[src/rtl/bht_port_scheduler.sv]
// bht_port_scheduler: owns the single port of the BHT counter SRAM.
// Runs the init/flush sweep, arbitrates frontend lookups against queued
// execute-stage updates, and performs each update as a read-modify-write
// of a 2-bit saturating counter.
// Optional feature macro: BHT_SCHED_STATS_EN enables the dropped-update
// counter on drop_cnt_o; without it drop_cnt_o is tied to zero.
//
// Handshake: lookup_valid_i is a level request; lookup_grant_o=1 means the
// read went to the SRAM this cycle and tbl_rdata_i carries the counter on
// the next cycle. A lookup that is not granted must be held (retried).
// upd_valid_i has no backpressure: an update that finds the FIFO full is
// dropped, and one that arrives during a sweep is discarded.
module bht_port_scheduler #(
  parameter int NR_ENTRIES     = 1024,
  parameter int IDX_W          = $clog2(NR_ENTRIES),
  parameter int UPD_FIFO_DEPTH = 4
) (
  input  logic             clk_i,
  input  logic             rst_ni,
  input  logic             flush_bp_i,
  input  logic             lookup_valid_i,
  input  logic [IDX_W-1:0] lookup_index_i,
  output logic             lookup_grant_o,
  input  logic             upd_valid_i,
  input  logic [IDX_W-1:0] upd_index_i,
  input  logic             upd_taken_i,
  output logic             tbl_req_o,
  output logic             tbl_we_o,
  output logic [IDX_W-1:0] tbl_addr_o,
  output logic [1:0]       tbl_wdata_o,
  input  logic [1:0]       tbl_rdata_i,
  output logic             init_done_o,
  output logic [7:0]       drop_cnt_o,
  output logic [1:0]       dbg_state_o
);

  localparam int PTR_W = $clog2(UPD_FIFO_DEPTH);
  localparam int CNT_W = PTR_W + 1;
  localparam logic [IDX_W-1:0] LAST_IDX = IDX_W'(NR_ENTRIES - 1);

  typedef enum logic [1:0] {
    INIT   = 2'd0,
    IDLE   = 2'd1,
    UPD_RD = 2'd2,
    UPD_WR = 2'd3
  } state_e;

  state_e           state_q, state_d;
  logic [IDX_W-1:0] sweep_q, sweep_d;

  logic [IDX_W-1:0] fifo_idx_q   [UPD_FIFO_DEPTH];
  logic             fifo_taken_q [UPD_FIFO_DEPTH];
  logic [PTR_W-1:0] wr_ptr_q, rd_ptr_q;
  logic [CNT_W-1:0] count_q;
  logic             fifo_full, fifo_empty, push, pop, fifo_clr;

  logic [IDX_W-1:0] hold_idx_q;
  logic             hold_taken_q;
  logic             upd_rd, upd_rd_q;
  logic [1:0]       rdata_q, rmw_old, rmw_new;

  assign fifo_full  = (count_q == CNT_W'(UPD_FIFO_DEPTH));
  assign fifo_empty = (count_q == '0);
  // Occupancy is judged before any same-cycle pop, so a full FIFO drops.
  assign push = upd_valid_i && (state_q != INIT) && !fifo_full && !fifo_clr;

  // Full path reaches UPD_WR one cycle after the read, so the SRAM data is
  // live; the non-full path passes through UPD_RD, which captured it.
  assign rmw_old = upd_rd_q ? tbl_rdata_i : rdata_q;
  assign rmw_new = hold_taken_q ? ((rmw_old == 2'b11) ? 2'b11 : rmw_old + 2'b01)
                                : ((rmw_old == 2'b00) ? 2'b00 : rmw_old - 2'b01);

  assign init_done_o = (state_q != INIT);
  assign dbg_state_o = state_q;

  // Next-state, arbitration and SRAM port drive.
  always_comb begin
    state_d        = state_q;
    sweep_d        = sweep_q;
    pop            = 1'b0;
    fifo_clr       = 1'b0;
    upd_rd         = 1'b0;
    lookup_grant_o = 1'b0;
    tbl_req_o      = 1'b0;
    tbl_we_o       = 1'b0;
    tbl_addr_o     = sweep_q;
    tbl_wdata_o    = 2'b01;
    case (state_q)
      INIT: begin
        tbl_req_o   = 1'b1;
        tbl_we_o    = 1'b1;
        tbl_addr_o  = sweep_q;
        tbl_wdata_o = 2'b01;
        if (flush_bp_i) begin
          sweep_d  = '0;
          fifo_clr = 1'b1;
        end else if (sweep_q == LAST_IDX) begin
          sweep_d = '0;
          state_d = IDLE;
        end else begin
          sweep_d = sweep_q + IDX_W'(1);
        end
      end
      IDLE: begin
        if (flush_bp_i) begin
          state_d  = INIT;
          sweep_d  = '0;
          fifo_clr = 1'b1;
        end else if (fifo_full) begin
          tbl_req_o  = 1'b1;
          tbl_addr_o = fifo_idx_q[rd_ptr_q];
          pop        = 1'b1;
          upd_rd     = 1'b1;
          state_d    = UPD_WR;
        end else if (lookup_valid_i) begin
          lookup_grant_o = 1'b1;
          tbl_req_o      = 1'b1;
          tbl_addr_o     = lookup_index_i;
        end else if (!fifo_empty) begin
          tbl_req_o  = 1'b1;
          tbl_addr_o = fifo_idx_q[rd_ptr_q];
          pop        = 1'b1;
          upd_rd     = 1'b1;
          state_d    = UPD_RD;
        end
      end
      UPD_RD: begin
        if (flush_bp_i) begin
          state_d  = INIT;
          sweep_d  = '0;
          fifo_clr = 1'b1;
        end else begin
          state_d = UPD_WR;
        end
      end
      UPD_WR: begin
        if (flush_bp_i) begin
          state_d  = INIT;
          sweep_d  = '0;
          fifo_clr = 1'b1;
        end else begin
          tbl_req_o   = 1'b1;
          tbl_we_o    = 1'b1;
          tbl_addr_o  = hold_idx_q;
          tbl_wdata_o = rmw_new;
          state_d     = IDLE;
        end
      end
      default: state_d = INIT;
    endcase
  end

  // State, sweep pointer and RMW holding registers.
  always_ff @(posedge clk_i or negedge rst_ni) begin
    if (!rst_ni) begin
      state_q      <= INIT;
      sweep_q      <= '0;
      hold_idx_q   <= '0;
      hold_taken_q <= 1'b0;
      upd_rd_q     <= 1'b0;
      rdata_q      <= 2'b00;
    end else begin
      state_q  <= state_d;
      sweep_q  <= sweep_d;
      upd_rd_q <= upd_rd;
      if (upd_rd_q) rdata_q <= tbl_rdata_i;
      if (pop) begin
        hold_idx_q   <= fifo_idx_q[rd_ptr_q];
        hold_taken_q <= fifo_taken_q[rd_ptr_q];
      end
    end
  end

  // Update FIFO pointers and occupancy; flush empties it.
  always_ff @(posedge clk_i or negedge rst_ni) begin
    if (!rst_ni) begin
      wr_ptr_q <= '0;
      rd_ptr_q <= '0;
      count_q  <= '0;
    end else if (fifo_clr) begin
      wr_ptr_q <= '0;
      rd_ptr_q <= '0;
      count_q  <= '0;
    end else begin
      if (push) wr_ptr_q <= wr_ptr_q + PTR_W'(1);
      if (pop)  rd_ptr_q <= rd_ptr_q + PTR_W'(1);
      count_q <= count_q + CNT_W'(push) - CNT_W'(pop);
    end
  end

  // Update FIFO storage; contents are don't-care until pushed.
  always_ff @(posedge clk_i) begin
    if (push) begin
      fifo_idx_q[wr_ptr_q]   <= upd_index_i;
      fifo_taken_q[wr_ptr_q] <= upd_taken_i;
    end
  end

`ifdef BHT_SCHED_STATS_EN
  logic       drop;
  logic [7:0] drop_cnt_q;
  assign drop = upd_valid_i && (state_q != INIT) && fifo_full;

  // Saturating count of updates lost to a full FIFO.
  always_ff @(posedge clk_i or negedge rst_ni) begin
    if (!rst_ni) begin
      drop_cnt_q <= 8'd0;
    end else if (flush_bp_i) begin
      drop_cnt_q <= 8'd0;
    end else if (drop && (drop_cnt_q != 8'hFF)) begin
      drop_cnt_q <= drop_cnt_q + 8'd1;
    end
  end
  assign drop_cnt_o = drop_cnt_q;
`else
  assign drop_cnt_o = 8'd0;
`endif

endmodule
[config.mk]
export PLATFORM = sky130hd
export DESIGN_NAME = bht_port_scheduler
export DESIGN_NICKNAME = d
export VERILOG_FILES = /design/src/rtl/bht_port_scheduler.sv
export SDC_FILE = /design/constraint.sdc
export NUM_CORES = 1
export LEC_CHECK = 0
export ABC_AREA = 1
export CAP_MARGIN = 20
export CORE_MARGIN = 2
export CORE_UTILIZATION = 45
export DETAILED_ROUTE_END_ITERATION = 6
export HOLD_SLACK_MARGIN = 0.05
export PLACE_DENSITY = 0.69
export SLEW_MARGIN = 20
export SYNTH_ARGS = -nofsm -noshare
export SYNTH_HDL_FRONTEND = slang
export SYNTH_SLANG_ARGS = --single-unit
[constraint.sdc]
create_clock -name clk_i -period 2.1 [get_ports clk_i]
set_input_delay 0.42 -clock clk_i [delete_from_list [all_inputs] [get_ports clk_i]]
set_output_delay 0.42 -clock clk_i [all_outputs]
set_load 0.01 [all_outputs]
==> metrics <==
post-synth cell types=29; DP HPWL=6870 µm; worst slack at placement=-0.583 ns; Die W=96.8 µm; die area=0.00936 mm²; I/O pin total=54; Finished Layout Cells=639; post-synth top area cell=edfxtp_1; top post-synthesis cells by area=edfxtp_1 34%, dfrtp_1 21%, nand2_1 8.9%, o21ai_0 4.9%, inv_1 4.2%; DIE HEIGHT=96.8 µm; RSZ-0062 raised after global routing=true; CTS max path bufs=2; Most Crowded Layer GR=met2; Worst R2R Start=dbg_state_o[1]$_DFFE_PN0P_; vias in the first global route=3229; worst hold path type=input pin to async pin; Reg2Reg Depth=13; drt pass-1 iters=5; Via density=5.11; Hold Vio Cnt, Final=0; area grow syn2layout=38.0%; status=finished, violations left; Critical Path Max Stage Delay=0.41 ns; WL/cell=15.3 µm; CTS buffer count=9; Final nets=569; DR iter-0 viols=149; P_leak=2.35 nW; setup ws final=-0.225 ns; num rows=33; GRT met2 Usage=0.348; CTS Sinks=77; CP endpoint=tbl_addr_o[3]; Slew Viols, Final=0; met1 Use GR=0.270; Util after Layout=0.647; FF+latch area=0.00215 mm²; Mapped Cells=415; clock latency on the worst-skew pair=0.36 ns; PortBufs=45; syn_area_per_cell=9.33 µm²; register area share after synthesis=0.555; Multi-input gate area=0.00167 mm²; Max-Cap Viols=0; FFs w/ async S/R, synth=0.429; VDD IR max=465 µV; CTS clk-pin slew, worst paths=0.09 ns; failing checks=setup timing; fill count=680; WP data required=1.68 ns; Mapped Area=0.00387 mm²; first-pass GRT wire length=15500 µm; vias post-DR=3263; Root Buffer=clkbuf_8; dpl cells=608; H-tree depth=3; Max Freq=430 MHz; cell area after layout=0.00534 mm²; fin crit share=1.11; Tot GR Track Use=0.209; Main synth FF type=edfxtp_1; Pwr Density=533 mW/mm²; placed cell areas=0.00487 mm²; Starting Density=0.469; CTS tree=built; post-synthesis register bit count=77; clock skew=0.0141 ns; core area=0.00826 mm²; met3 usage=0.0412; layout cell share with drive strength beyond 1=0.300; Overflow after GRT=0; WS Path Type=register to output pin; CP Cell Sequence=inv_2 -> ha_4 -> inv_4 -> buf_4 -> nor3_4 -> buf_12 -> nand2_1 -> nand3_2 -> clkdlybuf4s15_2; Detailed Route WL=9760 µm; EDFF count, synth=44; Yosys Warn Count=0; DRC Markers=0; critical path depth=9; r2r setup slk=-0.21 ns; ANT nets after route=0; crit path launch=dbg_state_o[1]$_DFFE_PN0P_; antenna cell count=0; Critical Path AT=1.90 ns; antenna violations before repair=0; Hold WS=0.476 ns; largest net degree at the start of global routing=34; Yosys top cell area share=0.341; GP Congestion=0.917; crit start category=register; crit path max-delay cell type=dfrtp_2; CP max FO=10; final setup violation count=13; critical path buffer and inverter count=5; Worst R2R End=count_q[1]$_DFF_PN0_; min Tclk post-route=2.32 ns; CP top delay family=buffers and inverters; Worst setup EP type=output pin
[cell families (layout without fill, tap and decap cells)]
kind of cell / Yosys count / in the layout / synth area share
simple gates: 178 / 178 / 0.203
flops: 77 / 77 / 0.555
compound gates: 72 / 72 / 0.104
buf+inv: 66 / 178 / 0.0766
fa+ha+maj: 12 / 12 / 0.0407
xor+xnor: 9 / 9 / 0.0204
other cells: 1 / 8 / 0.000969
[stage by stage]
step           setup TNS (ns)  power [mW]
5_1_grt                 -3.21        2.94
2_1_floorplan         -0.0633        1.71
4_1_cts                 -2.06        2.86
3_3_place_gp            -8.16        1.80
6_report                -1.88        2.85
3_5_place_dp            -8.21        1.80
[report_power, final]
part	switching, mW	leakage (nW)	internal (mW)	total, mW
combinational	0.0815	1.42	0.0778	0.159
clock	0.619	0.0984	0.458	1.08
sequential	0.00764	0.832	1.60	1.61
total	0.708	2.35	2.14	2.85
[cell type report]
| cell class | count | area share |
|---|---|---|
| sequential | 77 | 0.403 |
| multi-input combinational | 279 | 0.313 |
| timing repair buffer | 117 | 0.192 |
| inverter | 45 | 0.0325 |
| tap | 105 | 0.0246 |
| clock buffer | 9 | 0.0232 |
| clock inverter | 7 | 0.0117 |
[routing by layer]
metal	wire length [µm]	share of wire	vias up
met2	4940	0.51	104
li1	-	-	1607
met4	199	0.020	0
met3	501	0.051	15
met1	4130	0.42	1537
met5	0	0	-
[placed cells by master, fill, tap and decap left out, types with 7 or more instances in the layout]
cell type,Yosys,final
nand2_1,92,86
buf_4,9,63
edfxtp_1,44,44
inv_1,43,37
o21ai_0,38,35
nor2_1,34,32
dfrtp_1,33,29
clkdlybuf4s50_1,0,27
nand3_1,32,25
o22ai_1,16,16
nand2_2,6,10
clkbuf_8,0,9
nand3_2,3,8
conb_1,1,8
buf_6,1,8
buf_2,6,8
o21ai_1,6,7
xor2_1,7,7
[state kept, by name, indices dropped and copies added (netlist names), 3 cells and up]
signal        cells
fifo_taken_q      4
fifo_idx_q       40
sweep_q          10
hold_idx_q       10
count_q           3
[cells in the mapped netlist (7+ instances only)]
cell / instances
buf_4: 9
inv_1: 43
dfrtp_1: 33
nand2_1: 92
edfxtp_1: 44
nand3_1: 32
o21ai_0: 38
a22oi_1: 8
xor2_1: 7
nor2_1: 34
o22ai_1: 16
ha_1: 11
[worst min-delay path by stage]
stage                                    startpoint                         to  slack [ns]  cells after the start
after floorplan                              rst_ni       count_q[0]$_DFF_PN0_        0.12                      0
after global placement    hold_idx_q[9]$_DFFE_PN0P_  hold_idx_q[9]$_DFFE_PN0P_        0.46                      2
after detailed placement  hold_idx_q[0]$_DFFE_PN0P_  hold_idx_q[0]$_DFFE_PN0P_        0.47                      2
after CTS                                    rst_ni     sweep_q[1]$_DFFE_PN0P_        0.48                      2
after global routing                         rst_ni     sweep_q[0]$_DFFE_PN0P_        0.52                      2
final                                        rst_ni  hold_idx_q[9]$_DFFE_PN0P_        0.48                      2
[timing repair]
action,in CTS,in global routing
buffers inserted,2,12
setup endpoints to repair,18,16
hold buffers,0,0
cloned,0,1
gates resized for setup,74,39
pin swaps,0,11
No activity file was read; power rests on OpenSTA's default activity.
